<file path="config.mk">
export PLATFORM = sky130hd
export DESIGN_NAME = clause_eval
export DESIGN_NICKNAME = d
export VERILOG_FILES = /design/src/rtl/sat_pkg.sv /design/src/rtl/clause_eval.sv
export SDC_FILE = /design/constraint.sdc
export NUM_CORES = 1
export LEC_CHECK = 0
export CORE_MARGIN = 10
export CORE_UTILIZATION = 45
export DETAILED_ROUTE_END_ITERATION = 10
export GPL_ROUTABILITY_DRIVEN = 0
export PLACE_DENSITY = 0.95
export SKIP_LAST_GASP = 1
export SLEW_MARGIN = 10
export SYNTH_ARGS = -nofsm -noshare
export SYNTH_HDL_FRONTEND = slang
export SYNTH_SLANG_ARGS = --single-unit
export TNS_END_PERCENT = 30
</file>
<file path="constraint.sdc">
create_clock -name vclk -period 4.55
set_input_delay 0.91 -clock vclk [all_inputs]
set_output_delay 0.91 -clock vclk [all_outputs]
set_load 0.1 [all_outputs]
</file>
<file path="src/rtl/sat_pkg.sv">
// Shared literal/clause geometry for the clause checker and its clause evaluators.
package sat_pkg;

  localparam int DEF_VAR_ID_BITS       = 8;
  localparam int DEF_VARS_PER_CLAUSE   = 3;
  localparam int DEF_CLAUSES_PER_CYCLE = 16;

  function automatic int lit_w(input int var_id_bits);
    return var_id_bits + 1;
  endfunction

  function automatic int clause_w(input int var_id_bits, input int vars_per_clause);
    return lit_w(var_id_bits) * vars_per_clause;
  endfunction

  function automatic int row_width(input int var_id_bits, input int vars_per_clause,
                                   input int clauses_per_cycle);
    return clause_w(var_id_bits, vars_per_clause) * clauses_per_cycle;
  endfunction

  localparam int LIT_W     = lit_w(DEF_VAR_ID_BITS);
  localparam int CLAUSE_W  = clause_w(DEF_VAR_ID_BITS, DEF_VARS_PER_CLAUSE);
  localparam int ROW_WIDTH = row_width(DEF_VAR_ID_BITS, DEF_VARS_PER_CLAUSE,
                                       DEF_CLAUSES_PER_CYCLE);

  // neg occupies bit 0 of each literal, var_id the bits above it
  typedef struct packed {
    logic [DEF_VAR_ID_BITS-1:0] var_id;
    logic                       neg;
  } literal_t;

endpackage

</file>
<file path="src/rtl/clause_eval.sv">
// Combinational evaluation of one clause against the latched assignment.
module clause_eval
  import sat_pkg::*;
#(
  parameter int VAR_ID_BITS         = 8,
  parameter int NUM_VARS_PER_CLAUSE = 3,
  parameter int NUM_VARS            = 2**VAR_ID_BITS
) (
  input  logic [clause_w(VAR_ID_BITS, NUM_VARS_PER_CLAUSE)-1:0] clause,
  input  logic [NUM_VARS-1:0]                                  assignment_q,
  output logic                                                 unsat
);

  localparam int LW = lit_w(VAR_ID_BITS);

  logic [VAR_ID_BITS-1:0] var_id;
  logic                   neg;
  logic [NUM_VARS-1:0]    shifted;
  logic                   any_true;

  // Ids beyond the assignment width name no variable, so such literals are false
  always_comb begin
    any_true = 1'b0;
    var_id   = '0;
    neg      = 1'b0;
    shifted  = '0;
    for (int k = 0; k < NUM_VARS_PER_CLAUSE; k++) begin
      var_id  = clause[k*LW+1 +: VAR_ID_BITS];
      neg     = clause[k*LW];
      shifted = assignment_q >> var_id;
      if ((32'(var_id) < NUM_VARS) && (shifted[0] ^ neg)) begin
        any_true = 1'b1;
      end
    end
    unsat = ~any_true;
  end

endmodule

</file>
==> impl_metrics.py <==
metrics = {
    "floorplanning": {
        "die_w_um": 139,
        "core_mm2": 0.0139,
        "dieHeight_um": 139,
        "initial_core_util": 0.460,
        "ios": 284,
        "core.rowCount": 43,
        "die_area_mm2": 0.0194,
    },
    "cells_and_area": {
        "fin_nets": 1147,
        "final_core_util": 0.744,
        "clkbuf_count": 0,
        "drive_above_1_share": 0.348,
        "nFlopsAndLatches": 0,
        "final_area_mm2": 0.0104,
        "regArea_um2": 0,
        "syn_to_final_growth_pct": 61.8,
    },
    "job": {
        "cap_violations": 0,
    },
    "place": {
        "hpwl_um": 27600,
        "portBuffers": 284,
        "dpl-instance-area_mm2": 0.00998,
    },
    "synthesis": {
        "yosysWarningCount": 0,
        "synth.top_cells.by_area": "mux4_2 (58%), mux2i_1 (9.8%), a22oi_1 (4.2%), mux4_1 (2.5%), buf_2 (2.0%)",
        "synth_fp_nets": 831,
        "yosysUniqueCellTypes": 46,
        "synth_top_cell_area_share": 0.583,
        "synth_top_cell_by_area": "mux4_2",
        "syn_inst": 548,
        "syn-mean-instance-area_um2": 11.7,
        "synth_area_mm2": 0.00641,
        "yosysSeqAreaShare": 0,
    },
    "setup_path": {
        "cp.required_ns": 3.64,
        "startpoint_type": "input pin",
        "max_stage_delay_ns": 0.46,
        "crit_fanout": 14,
        "path_class": "input pin to output pin",
        "critical_path.top_delay_family": "buffers and inverters",
        "cp.arrival_ns": 3.58,
        "worst_path_max_delay_cell": "clkdlybuf4s50_1",
        "cp-end-kind": "output pin",
        "crit_path_cell_trace": "clkdlybuf4s50_1, buf_4, mux4_2, mux2i_2, nor4_1, nor4_1, o211ai_1, nand4_1, xnor2_2, nor4b_4, buf_12",
        "cpMostUsedCell": "nor4_1",
        "worst-path-buf-inv": 3,
    },
    "timing": {
        "fin_tns_setup_ns": 0,
        "tightest_slew_ns": 0.536,
        "period_minus_slack_ns": 4.49,
        "slew_viol_final": 0,
        "fin_crit_sh": 0.986,
        "hold_violations": 0,
        "grt_setup_unrepaired": "false",
        "fmax_mhz": 223,
        "max-slew-margin-rel": 0.634,
        "setup_viol": 0,
        "hold_ws_ns": 2.66,
    },
    "status": {
        "status": "finished, final reports clean",
    },
    "power": {
        "clockPowerShare": 0,
        "pwr_density_cell_mw_per_mm2": 107,
        "p_leak_nw": 3.99,
        "seq_power_share": 0,
        "ir_drop_mv": 0.0694,
        "internal_power_w": 0.000639,
        "pwr-share-comb": 1.000,
        "netSwitchingFraction": 0.426,
        "switchingPower_w": 0.000473,
    },
    "hold_path": {
        "min_to": "unsat",
        "hold_path.class": "input pin to output pin",
        "whs_path_depth": 4,
        "worstHoldStart": "clause[0]",
    },
    "drt": {
        "viasPerCell": 7.57,
        "wirelength_um": 33400,
        "drtIter0Drc": 1099,
        "drc": 0,
        "drtPass1Iterations": 6,
        "vias": 7900,
        "antenna_left": 0,
        "avgRoutedWirePerCell_um": 32.0,
    },
    "grt": {
        "grt_pass1_vias": 8217,
        "antenna_found_initial": 4,
        "grt_first_pass_wirelength_um": 49500,
        "grt-ovfl-total": 0,
        "grt_start_max_net_pins": 36,
        "gr-usage-all-layers": 0.318,
    },
    "cts": {
        "cts_hold_buf": 0,
    },
}
tightest hold or removal path, stage by stage:
cell and delay [ns]:
clkdlybuf4s50_1 0.44, xnor2_2 0.18, nor4b_4 0.06, buf_12 0.16
metrics by stage:
stage / total power, W / instances / worst slack [ns]
after floorplan: 0.000543 / 548 / -0.0528
after CTS: 0.00105 / 1033 / 0.00448
after detailed placement: 0.00104 / 1029 / -0.117
after global routing: 0.00115 / 1042 / 0.00497
after global placement: 0.00102 / 1029 / -0.0584
final: 0.00111 / 1044 / 0.0647
cell usage after synthesis, types with 2 or more instances:
master and n:
and3_1 2, nor2b_1 13, nand2b_1 2, nand3_1 13, a211o_1 2, nor4b_1 2
o221ai_1 3, o21ai_0 10, a22o_1 13, mux4_2 166, a22oi_1 36, o22a_1 3
mux2i_1 63, a31oi_1 7, buf_2 26, a2111oi_0 5, a211oi_1 2, nand4_1 3
clkbuf_1 25, o211ai_1 3, and2_1 6, a221oi_1 5, inv_1 8, nor4_1 7
nand2_1 25, o2111ai_1 4, buf_6 3, nor2_1 14, mux4_1 6, buf_1 6
nor3_1 7, nand3b_1 6, buf_4 5, a311oi_1 4, o22ai_1 12, or3_1 5
a21oi_1 17
cell usage in the layout, fill, tap and decap left out, types with 4 or more instances in the layout:
cell / instances
clkdlybuf4s50_1: 240
mux4_2: 169
buf_4: 74
mux2i_1: 58
a22oi_1: 36
dlymetal6s2s_1: 36
nand2_1: 25
a21oi_1: 17
buf_12: 17
nor2_1: 13
a22o_1: 13
nand3_1: 12
o22ai_1: 11
nor2b_1: 10
inv_1: 8
o21ai_0: 7
nand3b_1: 6
a31oi_1: 6
buf_6: 6
or3_1: 5
nor4_1: 5
nor3_1: 4
and2_1: 4
o2111ai_1: 4
cells by family (layout without fill, tap and decap cells):
group	after synthesis	in the layout	share of synthesized area
other	0	2	0
AND/OR/NAND/NOR	108	108	0.0902
multiplexers	235	235	0.706
buffers and inverters	73	387	0.0543
XOR/XNOR	2	2	0.00273
AO/OA/AOI/OAI	130	130	0.146
worst max path at each step:
stage / from / end / depth (start not counted)
after global routing: assignment_q[53] / unsat / 10
after detailed placement: clause[12] / unsat / 10
after global placement: clause[13] / unsat / 11
final: clause[5] / unsat / 11
after floorplan: clause[1] / unsat / 9
after CTS: clause[13] / unsat / 10
metal layers:
| layer | up-vias | part of all wire | GRT usage |
|---|---|---|---|
| met5 | - | 0.00087 | 0 |
| met3 | 177 | 0.14 | 0.101 |
| met4 | 4 | 0.062 | 0.123 |
| met2 | 828 | 0.49 | 0.543 |
| met1 | 3767 | 0.31 | 0.364 |
| li1 | 3124 | - | - |
area by class of cell:
class                           count  area, um^2
Multi-Input combinational cell    475        6210
Fill cell                         869        3570
Timing Repair Buffer              379        3890
Antenna cell                        2        5.00
Tap cell                          180         225
Inverter                            8        30.0
power groups by stage:
stage / Clock, W / Sequential, W / Combinational [W]
2_1_floorplan: 0 / 0 / 0.000543
3_3_place_gp: 0 / 0 / 0.00102
3_5_place_dp: 0 / 0 / 0.00104
4_1_cts: 0 / 0 / 0.00105
5_1_grt: 0 / 0 / 0.00115
6_report: 0.0000000000588 / 0 / 0.00111
repair_timing:
item                       CTS  global route
setup endpoints to repair    1             1
pin swaps                    1            12
gates resized for setup      6            73
setup buffers                4             7
gates cloned                 0             2
(Power assumes the default switching activity.)
